<file path="src/rtl/servo_pkg.sv">
// servo_pkg: shared constants and arithmetic helpers for the servo PWM generator.
//   US_PER_S  - microseconds per second, used to derive the clock prescaler
//   clamp_us  - limit a requested width to [lo, hi]
//   slew_step - move a current width toward a target by at most 'step' (0 = jump)
package servo_pkg;

  localparam int unsigned US_PER_S = 1_000_000;

  // Clamp a requested pulse width into the safe window.
  function automatic int unsigned clamp_us(input int unsigned us,
                                           input int unsigned lo,
                                           input int unsigned hi);
    int unsigned res;
    res = us;
    if (us < lo) res = lo;
    if (us > hi) res = hi;
    return res;
  endfunction

  // Unsigned step toward target; compares before subtracting so nothing wraps.
  function automatic int unsigned slew_step(input int unsigned cur,
                                            input int unsigned tgt,
                                            input int unsigned step);
    int unsigned res;
    res = tgt;
    if (step != 0) begin
      if (tgt > cur) begin
        if ((tgt - cur) > step) res = cur + step;
      end else begin
        if ((cur - tgt) > step) res = cur - step;
      end
    end
    return res;
  endfunction

endpackage

</file>
<file path="src/rtl/servo_slew_ch.sv">
// servo_slew_ch: one servo channel - target/current width registers and pulse compare.
//   clk, rst_n     clock, async active-low reset
//   enable         output enable; low forces pwm low on the next clock
//   wr, wr_us      accepted command for this channel and its requested width
//   update         frame-wrap cycle; current width slews toward target here only
//   us_cnt         microsecond position within the frame
//   pwm            registered pulse output
//   settled_nxt_c  current == target in the state about to be registered
module servo_slew_ch
  import servo_pkg::*;
#(
  parameter int unsigned US_W      = 16,
  parameter int unsigned CNT_W     = 15,
  parameter int unsigned MIN_US    = 1000,
  parameter int unsigned MAX_US    = 2000,
  parameter int unsigned CENTER_US = 1500,
  parameter int unsigned SLEW_US   = 0
) (
  input  logic             clk,
  input  logic             rst_n,
  input  logic             enable,
  input  logic             wr,
  input  logic [US_W-1:0]  wr_us,
  input  logic             update,
  input  logic [CNT_W-1:0] us_cnt,
  output logic             pwm,
  output logic             settled_nxt_c
);

  logic [US_W-1:0] target_q;
  logic [US_W-1:0] cur_q;
  logic [US_W-1:0] target_nxt_c;
  logic [US_W-1:0] cur_nxt_c;

  // Next target/current; commands never coincide with update (cmd_ready is low then).
  always_comb begin
    target_nxt_c = target_q;
    cur_nxt_c    = cur_q;
    if (wr) begin
      target_nxt_c = US_W'(clamp_us(32'(wr_us), MIN_US, MAX_US));
    end
    if (update) begin
      cur_nxt_c = US_W'(slew_step(32'(cur_q), 32'(target_q), SLEW_US));
    end
    settled_nxt_c = (target_nxt_c == cur_nxt_c);
  end

  // Width registers and pulse output; cur only changes at the frame wrap.
  always_ff @(posedge clk or negedge rst_n) begin
    if (!rst_n) begin
      target_q <= US_W'(CENTER_US);
      cur_q    <= US_W'(CENTER_US);
      pwm      <= 1'b0;
    end else begin
      target_q <= target_nxt_c;
      cur_q    <= cur_nxt_c;
      pwm      <= enable && (32'(us_cnt) < 32'(cur_q));
    end
  end

endmodule

</file>
<file path="src/rtl/servo_pwm_multi.sv">
// servo_pwm_multi: multi-channel RC-servo PWM generator sharing one frame.
//   clk, rst_n            clock, async active-low reset
//   enable                global output enable (timebase keeps running when low)
//   cmd_valid/cmd_ready   command handshake; ready drops only on the frame-wrap cycle
//   cmd_ch, cmd_us        channel index and requested width in microseconds
//   cmd_err               one-cycle pulse for an accepted out-of-range channel
//   servo_pwm             per-channel pulse outputs
//   frame_start           one-cycle pulse on the first cycle of each frame
//   settled               every channel's current width equals its target
module servo_pwm_multi
  import servo_pkg::*;
#(
  parameter int unsigned CLK_HZ    = 25_000_000,
  parameter int unsigned N_CH      = 4,
  parameter int unsigned FRAME_US  = 20000,
  parameter int unsigned MIN_US    = 1000,
  parameter int unsigned MAX_US    = 2000,
  parameter int unsigned CENTER_US = 1500,
  parameter int unsigned SLEW_US   = 0,
  parameter int unsigned US_W      = 16,
  parameter int unsigned CH_W      = (N_CH > 1) ? $clog2(N_CH) : 1
) (
  input  logic            clk,
  input  logic            rst_n,
  input  logic            enable,
  input  logic            cmd_valid,
  output logic            cmd_ready,
  input  logic [CH_W-1:0] cmd_ch,
  input  logic [US_W-1:0] cmd_us,
  output logic            cmd_err,
  output logic [N_CH-1:0] servo_pwm,
  output logic            frame_start,
  output logic            settled
);

  localparam int unsigned DIV   = CLK_HZ / US_PER_S;
  localparam int unsigned PRE_W = (DIV > 1) ? $clog2(DIV) : 1;
  localparam int unsigned CNT_W = (FRAME_US > 1) ? $clog2(FRAME_US) : 1;

  logic [PRE_W-1:0] pre_q;
  logic [PRE_W-1:0] pre_nxt_c;
  logic [CNT_W-1:0] us_cnt_q;
  logic [CNT_W-1:0] us_cnt_nxt_c;
  logic             us_tick_c;
  logic             update_c;
  logic             update_nxt_c;
  logic             accept_c;
  logic             ch_bad_c;
  logic [N_CH-1:0]  wr_c;
  logic [N_CH-1:0]  ch_settled_c;

  // Timebase, frame wrap and command decode.
  always_comb begin
    us_tick_c    = (pre_q == PRE_W'(DIV - 1));
    pre_nxt_c    = us_tick_c ? '0 : pre_q + PRE_W'(1);
    update_c     = us_tick_c && (us_cnt_q == CNT_W'(FRAME_US - 1));
    us_cnt_nxt_c = us_cnt_q;
    if (update_c) begin
      us_cnt_nxt_c = '0;
    end else if (us_tick_c) begin
      us_cnt_nxt_c = us_cnt_q + CNT_W'(1);
    end
    // Look one cycle ahead so the registered cmd_ready is low exactly on the wrap.
    update_nxt_c = (pre_nxt_c == PRE_W'(DIV - 1)) &&
                   (us_cnt_nxt_c == CNT_W'(FRAME_US - 1));
    accept_c     = cmd_valid && cmd_ready;
    ch_bad_c     = (32'(cmd_ch) >= N_CH);
  end

  // Per-channel width state and pulse generation.
  for (genvar ch = 0; ch < N_CH; ch++) begin : g_ch
    assign wr_c[ch] = accept_c && (cmd_ch == CH_W'(ch));

    servo_slew_ch #(
      .US_W      (US_W),
      .CNT_W     (CNT_W),
      .MIN_US    (MIN_US),
      .MAX_US    (MAX_US),
      .CENTER_US (CENTER_US),
      .SLEW_US   (SLEW_US)
    ) u_ch (
      .clk           (clk),
      .rst_n         (rst_n),
      .enable        (enable),
      .wr            (wr_c[ch]),
      .wr_us         (cmd_us),
      .update        (update_c),
      .us_cnt        (us_cnt_q),
      .pwm           (servo_pwm[ch]),
      .settled_nxt_c (ch_settled_c[ch])
    );
  end

  // Timebase and status registers.
  always_ff @(posedge clk or negedge rst_n) begin
    if (!rst_n) begin
      pre_q       <= '0;
      us_cnt_q    <= '0;
      cmd_ready   <= 1'b1;
      cmd_err     <= 1'b0;
      frame_start <= 1'b0;
      settled     <= 1'b1;
    end else begin
      pre_q       <= pre_nxt_c;
      us_cnt_q    <= us_cnt_nxt_c;
      cmd_ready   <= !update_nxt_c;
      cmd_err     <= accept_c && ch_bad_c;
      frame_start <= update_c;
      settled     <= &ch_settled_c;
    end
  end

endmodule

</file>
<file path="config.mk">
export PLATFORM = sky130hd
export DESIGN_NAME = servo_pwm_multi
export DESIGN_NICKNAME = d
export VERILOG_FILES = /design/src/rtl/servo_pkg.sv /design/src/rtl/servo_slew_ch.sv /design/src/rtl/servo_pwm_multi.sv
export SDC_FILE = /design/constraint.sdc
export NUM_CORES = 1
export LEC_CHECK = 0
export ABC_AREA = 1
export BUFFER_PORTS_ARGS = -buffer_cell sky130_fd_sc_hd__buf_2
export CAP_MARGIN = 10
export CORE_MARGIN = 1
export CORE_UTILIZATION = 68
export DETAILED_ROUTE_END_ITERATION = 6
export GPL_TIMING_DRIVEN = 0
export PLACE_DENSITY = 0.95
export SLEW_MARGIN = 10
export SYNTH_ARGS = -nofsm -noshare
export SYNTH_HDL_FRONTEND = slang
export SYNTH_SLANG_ARGS = --single-unit
</file>
<file path="constraint.sdc">
create_clock -name clk -period 4.1 [get_ports clk]
set_clock_uncertainty 0.1 [all_clocks]
set_input_delay 0.205 -clock clk [delete_from_list [all_inputs] [get_ports clk]]
set_output_delay 0.205 -clock clk [all_outputs]
set_load 0.005 [all_outputs]
</file>
==> results of run 1 <==
==> logic make-up (layout without fill, tap and decap cells) <==
group	after synthesis	count (layout)	synth area share, %
AND/OR/NAND/NOR	726	726	32.9
buffers and inverters	249	311	10.8
flip-flops	155	155	41.3
AO/OA/AOI/OAI	101	101	6.31
adder cells (fa/ha/maj)	59	59	7.72
XOR/XNOR	10	10	0.916
other	1	1	0.0392
==> synth_stat cells, drive strengths merged <==
master	number
or2	8
xor2	4
inv	210
nand3	168
nor4	1
clkbuf	3
o211ai	5
conb	1
a21boi	2
buf	36
o21a	3
nand2	420
nand4	11
o21ai	46
and2	4
dfrtp	97
xnor2	6
nand3b	15
o31ai	4
dfstp	58
a221oi	4
a21o	4
nor2	88
ha	59
nor3	11
a21oi	33
==> cells in the final DEF (no fill, tap or decap), types with 6 or more instances in the layout <==
master / instances
clkbuf_1: 6
o21ai_2: 10
dfstp_2: 58
buf_6: 6
inv_2: 7
xnor2_1: 6
nand2_1: 416
nor2_1: 84
clkbuf_16: 17
nand4_1: 10
buf_2: 52
or2_2: 8
ha_1: 59
nand3_1: 168
o21ai_1: 17
o21ai_0: 19
inv_1: 203
a21oi_1: 33
dfrtp_1: 97
nand3b_1: 15
nor3_1: 7
==> flip-flops by register name (all words and copies together) (netlist names) <==
signal,flops
cmd_ready,1
frame_start,1
g_ch.u_ch.cur_q,64
g_ch.u_ch.pwm,4
pre_q,5
settled,1
us_cnt_q,15
g_ch.u_ch.target_q,64
==> metal layers <==
metal	part of all wire (%)	track usage [%]
met3	13	15.1
met1	35	47.9
met2	44	64.3
met5	0	0
met4	7.5	35.0
==> worst max-delay path: stages (launching register included) <==
cell     delay, ns
dfstp_2       0.53
nand2_2       0.11
nor3_2        0.69
inv_2         0.27
buf_2         0.29
nand2_1       0.11
nand2_1       0.08
nand2_1       0.07
nand2_1       0.05
nor2_1        0.21
nand3_1       0.12
nor2_1        0.14
nand2_1       0.21
nor2_1        0.22
==> worst paths after layout <==
kind	slack (ns)	end	startpoint
max in group asynchronous	2.86	g_ch[3].u_ch.cur_q[3]$_DFF_PN1_	rst_n
hold reg to reg	0.39	g_ch[1].u_ch.cur_q[7]$_DFF_PN1_	g_ch[1].u_ch.cur_q[7]$_DFF_PN1_
hold / removal	0.02	g_ch[1].u_ch.pwm$_DFF_PN0_	enable
setup / recovery	0.80	settled$_DFF_PN1_	cmd_ready$_DFF_PN1_
min in group asynchronous	0.21	pre_q[1]$_DFF_PN0_	rst_n
setup reg to reg	0.80	settled$_DFF_PN1_	cmd_ready$_DFF_PN1_
==> cell type report <==
class / count / share of cell area, %
Tap cell: 176 / 2.08
Inverter: 210 / 7.46
Buffer: 39 / 2.29
Clock buffer: 25 / 4.79
Sequential cell: 155 / 37.4
Multi-Input combinational cell: 897 / 43.4
Clock inverter: 7 / 0.829
Timing Repair Buffer: 30 / 1.78
==> power groups by stage <==
stage          Clock [W]  Combinational [W]  Sequential [W]
2_1_floorplan          0           0.000142         0.00163
3_3_place_gp           0           0.000220         0.00163
3_5_place_dp           0           0.000235         0.00164
4_1_cts          0.00159           0.000240         0.00161
5_1_grt          0.00166           0.000272         0.00162
6_report         0.00160           0.000249         0.00161
==> what timing repair did <==
item | in CTS | in global routing
hold buffers | 1 | 0
endpoints found under the hold margin | 56 | 0
buffers inserted | 0 | 0
==> metrics by stage <==
stage               util (%)  hold WS (ns)  power (W)
floorplan                  -        -0.191    0.00177
global placement        73.8         0.377    0.00185
detailed placement      74.0        0.0896    0.00187
CTS                     78.5       0.00294    0.00345
global route            78.5        0.0318    0.00355
finish                  78.5        0.0219    0.00346
==> results.toml, run 1 <==
[setup_path]
ff2ff_path_depth = 13
worst_ep_arrival_time_ns = 3.56
cp-start-kind = "register"
critical_path.max_fanout = 10
crit_required_ns = 4.35
setup.worst_path.end_class = "register"
criticalPathCategory = "register to register"

[sta]
fin_crit_sh_pct = 80.5
setup_violations = 0
fmax_mhz = 303
tns_ns = 0
period_minus_slack_ns = 3.30
maxSlewViolCount = 0
max_slew_margin_pct = 41.0
final_hold_viol_count = 0
worst_slew_pin_slew_ns = 0.880
grt_setup_unrepaired = "no"
fin_ws_ns = 0.800

[routing]
drt_pre_antenna_iters = 6
wl_mm = 28.8
vias = 9468
final_antenna_net_count = 0
drt-initial-drc-count = 1223
wl_per_cell_um = 18.7
vias_per_cell = 6.15
drc_errors = 0

[pwr]
internal-power_w = 0.00263
seq_power_share_pct = 46.6
pwr_density_cell_nw_per_um2 = 328
clockPowerShare_pct = 46.2
p_sw_share_pct = 23.9
p_leak_nw = 5.84
peakVddDrop_mv = 0.283
p_switching_w = 0.000827
combPwrFrac_pct = 7.2

[cells_and_area]
multi_input_comb_area_sq_um = 4580
seq_area_sq_um = 3950
syn_to_final_growth_pct = 10.5
drive_gt1_share_pct = 13.9
diodes = 0
layout.cells.non_filler = 1539
n_fill_cell = 887
nets = 1431
final_area_sq_um = 10600

[synth]
synth_seq_cells = 155
synth_top_cells_by_area = "dfrtp_1, nand2_1, dfstp_2, nand3_1, inv_1"
ys_warn_count = 0
synth_top_area_share_pct = 25.4
ys_seq_area_share_pct = 41.3
synth_cells = 1301
avgSynthCellArea_sq_um = 7.35
synth_top_cell_by_area = "dfrtp_1"
synth_cell_type_count = 38
synth_nets = 1382
syn-cell-area_sq_um = 9560

[hold_path]
hold_path_class = "input port to register"
hold_depth = 3

[die]
die-area_sq_um = 14500
die_y_um = 121
initial_core_util_pct = 71.1
core_sq_um = 13500
io_pins = 30
rows = 42
chipWidth_um = 121

[placed_design]
place_ws_ns = 1.11
dp_hpwl_mm = 19.5
dp.cells = 1506
detailed_place.area_sq_um = 9960
gp_congestion = 0.965
io_buffer_count = 28

[clock_network]
cts_root_buf = "clkbuf_16"
numCtsBuffers = 17
ctsResizeCount = 0
clock_latency_ns = 0.44
clkTransAtPathRegs_ns = 0.07
clock_sinks = 155
cts_buffer_depth = 2
cts_tree = "built"
htreeDepth = 4

[global_routing]
grt-ovfl-total = 0
grt_pass1_vias = 9491
antenna_found_initial = 0
grt_max_degree = 87
track_usage_pct = 42.3
grt_first_pass_wirelength_mm = 46.0

[run]
drv_cap = 0

[status]
status = "finished, final reports clean"
No activity file was read; power rests on OpenSTA's default activity.
==> inputs of run 2 (changes only) <==
Settings changed: CORE_UTILIZATION 68 to 63, PLACE_DENSITY 0.95 to 0.91.
Clock period 4.1 ns to 3.1 ns, I/O delays scaled along.
==> run 2 against run 1 <==
  * The flow now finishes with violations (DRC)
  * Die area grew 7.8%
  * Critical path depth stayed put
  * Final cell count rose by 1.3%
  * Global-route usage down 5.5 points
  * Worst setup slack lost 0.65 ns
  * Power increased by 34%
  * Clock power rose by 36%
  * Register-to-register slack lost 0.65 ns
  * Routed wire length is 2.6% lower
  * Critical path type unchanged
==> results.toml, run 2 (synthesis results as in run 1) <==
[sta]
fmax_mhz = 339
maxSlewViolCount = 0
tns_ns = 0
setup_violations = 0
period_minus_slack_ns = 2.95
max_slew_margin_pct = 43.2
grt_setup_unrepaired = "no"
final_hold_viol_count = 0
worst_slew_pin_slew_ns = 0.847
fin_crit_sh_pct = 95.3
fin_ws_ns = 0.146

[global_routing]
grt-ovfl-total = 0
track_usage_pct = 36.8
grt_pass1_vias = 9010
grt_first_pass_wirelength_mm = 44.1
antenna_found_initial = 1
grt_max_degree = 95

[setup_path]
critical_path.max_fanout = 10
setup.worst_path.end_class = "register"
reg2reg_from = "us_cnt_q[2]$_DFF_PN0_"
worst_ep_arrival_time_ns = 3.23
criticalPathCategory = "register to register"
reg2reg_slack_ns = 0.15
cp-start-kind = "register"
crit_required_ns = 3.37
timing.rr.end = "settled$_DFF_PN1_"
ff2ff_path_depth = 13

[placed_design]
io_buffer_count = 28
dp_hpwl_mm = 19.1
detailed_place.area_sq_um = 9970
place_ws_ns = -0.0343
gp_congestion = 0.936

[pwr]
seq_power_share_pct = 46.0
pwr_density_cell_nw_per_um2 = 432
clockPowerShare_pct = 46.8
peakVddDrop_mv = 0.419
p_sw_share_pct = 24.3
combPwrFrac_pct = 7.2
p_switching_w = 0.00112
internal-power_w = 0.00351
p_leak_nw = 5.91

[cells_and_area]
final_area_sq_um = 10700
nets = 1443
n_fill_cell = 1118
syn_to_final_growth_pct = 12.2
seq_area_sq_um = 3950
drive_gt1_share_pct = 14.9
multi_input_comb_area_sq_um = 4610
final_cell_mix = "nand2_1, inv_1, nand3_1"
top_regs = "g_ch.u_ch.cur_q x64, g_ch.u_ch.target_q x64, us_cnt_q x15"
diodes = 0
layout_commonest_cell = "nand2_1"

[routing]
wl_mm = 28.0
drt_pre_antenna_iters = 7
drt-initial-drc-count = 1215
vias_per_cell = 5.94
wl_per_cell_um = 18.0
vias = 9261
final_antenna_net_count = 0
drc_errors = 3

[die]
chipWidth_um = 125
die_y_um = 125
die-area_sq_um = 15700
initial_core_util_pct = 65.3
rows = 44
core_sq_um = 14600
io_pins = 30

[clock_network]
clock_latency_ns = 0.44
numCtsBuffers = 17
clock_sinks = 155
clkTransAtPathRegs_ns = 0.07
cts_tree = "built"
cts_root_buf = "clkbuf_16"
cts_buffer_depth = 2
htreeDepth = 4

[run]
drv_cap = 0

[hold_path]
hold_path_class = "input port to register"
min_to = "g_ch[3].u_ch.target_q[0]$_DFF_PN0_"
hp-start = "cmd_us[0]"
hold_depth = 5

[status]
status = "complete, but fails checks"
violations = "DRC"
==> run 2: cell count changes in the layout (fill, tap and decap cells not counted), moves of 2 or more <==
cell      before  now
clkbuf_8       5    2
dfrtp_1       97   95
buf_4          5   13
buf_12         0    2
dfrtp_2        0    2
==> run 2: worst max path at each step <==
stage	from	to	slack, ns	depth (start not counted)
3_3_place_gp	rst_n	g_ch[1].u_ch.cur_q[13]$_DFF_PN0_	-0.49	1
4_1_cts	us_cnt_q[0]$_DFF_PN0_	settled$_DFF_PN1_	0.11	14
3_5_place_dp	cmd_ready$_DFF_PN1_	settled$_DFF_PN1_	-0.03	13
2_1_floorplan	pre_q[0]$_DFF_PN0_	settled$_DFF_PN1_	0.93	17
5_1_grt	pre_q[0]$_DFF_PN0_	settled$_DFF_PN1_	0.0007	19
6_report	us_cnt_q[2]$_DFF_PN0_	settled$_DFF_PN1_	0.15	13
==> run 2: layout make-up <==
class                      count  share of cell area (%)
tap                          184                    2.15
buffer                        39                    2.28
clock inverter                11                    1.31
multi-input combinational    898                    43.0
sequential                   155                    36.9
clock buffer                  21                    4.29
timing repair buffer          41                    2.78
inverter                     210                    7.35
==> run 2: metal layers <==
metal | routed length, um | track usage (%) | vias up
li1 | - | - | 4240
met1 | 10400 | 44.4 | 4255
met2 | 12600 | 57.5 | 608
met3 | 3350 | 10.7 | 158
met4 | 1690 | 24.6 | 0
met5 | 0 | 0 | -
==> run 2: worst max-delay path, cell delays in order, from the launching register on <==
cell and delay [ns]:
dfrtp_1 0.70, nand4_4 0.27, nor2_8 0.26, nand2_2 0.12
clkbuf_4 0.25, nand2_1 0.08, o21ai_1 0.09, nand3_1 0.11
nand2_1 0.07, nor2_2 0.20, nand3_1 0.11, nor2_1 0.16
nand2_1 0.17, nor2_1 0.19
==> run 2: repair_timing <==
action | CTS | global route
pin swaps | 0 | 3
hold buffers | 2 | 0
cloned | 0 | 1
buffers inserted | 0 | 10
endpoints found under the hold margin | 65 | 0
setup endpoints to repair | 1 | 1
resized for setup | 1 | 5
==> run 2: power by group through the flow <==
stage | Clock, W | Combinational, W | Sequential, W
after global placement | 0 | 0.000293 | 0.00216
after floorplan | 0 | 0.000187 | 0.00216
after detailed placement | 0 | 0.000310 | 0.00216
after global routing | 0.00224 | 0.000366 | 0.00214
after CTS | 0.00215 | 0.000318 | 0.00213
final | 0.00217 | 0.000333 | 0.00213
==> run 2: per-stage QoR <==
step	utilization (%)	power [W]	std cells	hold slack (ns)
6_report	73.2	0.00463	1559	0.109
5_1_grt	73.2	0.00474	1559	0.128
2_1_floorplan	-	0.00235	1301	-0.241
3_5_place_dp	68.1	0.00247	1514	0.0227
4_1_cts	72.4	0.00460	1548	0.0661
3_3_place_gp	67.8	0.00245	1513	0.372
==> inputs of run 3 (changes only) <==
Settings changed: GPL_TIMING_DRIVEN 0 to 1, HOLD_SLACK_MARGIN set to 0.15.
==> run 3 against run 2 <==
  * The flow still finishes with violations (DRC)
  * Maximum frequency is 4.1% higher
  * Worst hold slack improved by 0.052 ns
  * Largest power group is now registers
  * Flip-flop and latch count unchanged
  * Final cell count down 1.8%
  * Non-clock buffer count down 26
  * Worst setup slack better by 0.12 ns
  * Critical endpoint unchanged
  * Via count down 4.6%
==> results.toml, run 3 (synthesis results as in run 1) <==
[status]
status = "complete, but fails checks"
violations = "DRC"

[sta]
max_slew_margin_pct = 44.4
grt_setup_unrepaired = "no"
period_minus_slack_ns = 2.84
hold_slack_ns = 0.162
final_hold_viol_count = 0
worst_slew_pin_slew_ns = 0.832
setup_violations = 0
fin_crit_sh_pct = 91.5
fmax_mhz = 352
tns_ns = 0
maxSlewViolCount = 0

[routing]
drt_pre_antenna_iters = 7
vias_per_cell = 5.77
wl_mm = 25.4
drc_errors = 2
vias = 8839
wl_per_cell_um = 16.6
final_antenna_net_count = 0
drt-initial-drc-count = 1006

[cells_and_area]
final_cell_mix = "nand2_1, inv_1, nand3_1"
seq_area_sq_um = 3950
top_regs = "g_ch.u_ch.cur_q x64, g_ch.u_ch.target_q x64, us_cnt_q x15"
n_fill_cell = 1098
diodes = 0
syn_to_final_growth_pct = 9.93
multi_input_comb_area_sq_um = 4580
drive_gt1_share_pct = 12.8
layout_commonest_cell = "nand2_1"
nets = 1416

[placed_design]
dp_hpwl_mm = 17.7
gp_congestion = 0.937
io_buffer_count = 28

[global_routing]
track_usage_pct = 34.3
grt-ovfl-total = 0
grt_pass1_vias = 8595
antenna_found_initial = 0
grt_first_pass_wirelength_mm = 41.6
grt_max_degree = 77

[die]
io_pins = 30
core_sq_um = 14600
die-area_sq_um = 15700
die_y_um = 125
chipWidth_um = 125
rows = 44
initial_core_util_pct = 65.3

[setup_path]
timing.rr.end = "settled$_DFF_PN1_"
critical_path.max_fanout = 33
reg2reg_from = "us_cnt_q[0]$_DFF_PN0_"
reg2reg_slack_ns = 0.26
criticalPathCategory = "register to register"
setup.worst_path.end_class = "register"
cp-start-kind = "register"
crit_required_ns = 3.38
worst_ep_arrival_time_ns = 3.12
ff2ff_path_depth = 14

[clock_network]
numCtsBuffers = 17
cts_buffer_depth = 2
cts_tree = "built"
cts_root_buf = "clkbuf_16"
clock_latency_ns = 0.44
clock_sinks = 155
htreeDepth = 4
clkTransAtPathRegs_ns = 0.06

[run]
drv_cap = 0

[hold_path]
min_to = "g_ch[0].u_ch.target_q[11]$_DFF_PN0_"
hp-start = "cmd_ch[1]"
hold_depth = 4
hold_path_class = "input port to register"

[pwr]
power_w = 0.00459
p_leak_nw = 5.77
peakVddDrop_mv = 0.490
pwr_density_cell_nw_per_um2 = 437
run 3: cell count changes in the layout (fill, tap and decap cells not counted), moves of 2 or more:
cell	before	now
buf_4	13	20
clkinv_2	4	1
clkinv_4	0	3
clkbuf_1	5	3
buf_6	6	1
dfrtp_1	95	97
buf_2	51	27
dlygate4sd3_1	2	5
dfrtp_2	2	0
run 3: metal layers:
layer / up-vias / share of wire, % / track usage, %
met5: - / 0 / 0
met4: 0 / 4.4 / 17.6
met3: 115 / 10 / 9.63
met2: 455 / 46 / 54.7
met1: 4087 / 40 / 42.8
li1: 4182 / - / -
run 3: worst max-delay path by stage:
stage,to,start,cells past startpoint,slack (ns)
final,settled$_DFF_PN1_,us_cnt_q[0]$_DFF_PN0_,14,0.26
after global routing,cmd_ready$_DFF_PN1_,pre_q[0]$_DFF_PN0_,13,0.03
after CTS,settled$_DFF_PN1_,us_cnt_q[0]$_DFF_PN0_,14,0.39
after detailed placement,settled$_DFF_PN1_,us_cnt_q[0]$_DFF_PN0_,14,0.41
after global placement,cmd_ready$_DFF_PN1_,us_cnt_q[1]$_DFF_PN0_,11,0.44
after floorplan,settled$_DFF_PN1_,pre_q[0]$_DFF_PN0_,17,0.93
run 3: stage by stage:
| stage | instance area (sq um) | cells | setup slack [ns] | utilization [%] |
|---|---|---|---|---|
| 2_1_floorplan | 9560 | 1301 | 0.934 | - |
| 3_3_place_gp | 9870 | 1495 | 0.436 | 67.4 |
| 3_5_place_dp | 9870 | 1495 | 0.410 | 67.4 |
| 4_1_cts | 10500 | 1531 | 0.394 | 71.8 |
| 5_1_grt | 10500 | 1531 | 0.0284 | 71.8 |
| 6_report | 10500 | 1531 | 0.262 | 71.8 |
run 3: cell type report:
| class | count | share of cell area, % |
|---|---|---|
| clock inverter | 10 | 1.37 |
| sequential | 155 | 37.6 |
| tap | 184 | 2.19 |
| inverter | 210 | 7.50 |
| multi-input combinational | 897 | 43.6 |
| timing repair buffer | 54 | 3.49 |
| clock buffer | 21 | 4.29 |
run 3: critical path, stage by stage, from the launching register on:
cell and delay (ns):
dfrtp_1 0.52, ha_1 0.27, nand4_2 0.17, nor2_8 0.17, nand2_2 0.07, buf_4 0.26
o21ai_1 0.29, inv_1 0.07, nand2_1 0.07, nand2_1 0.07, nor2_1 0.17, nand3_1 0.12
nor2_1 0.14, nand2_1 0.13, nor2_1 0.11
run 3: what timing repair did:
| item | 4_1_cts | 5_1_grt |
|---|---|---|
| gates resized for setup | 0 | 0 |
| hold buffers | 5 | 0 |
| hold endpoints to repair | 86 | 0 |
| buffers inserted | 0 | 0 |
run 3: power breakdown:
group          switching, W  internal (W)  total [W]
combinational      0.000224     0.0000987   0.000323
clock              0.000847       0.00128    0.00213
sequential        0.0000333       0.00210    0.00213
total               0.00110       0.00348    0.00459
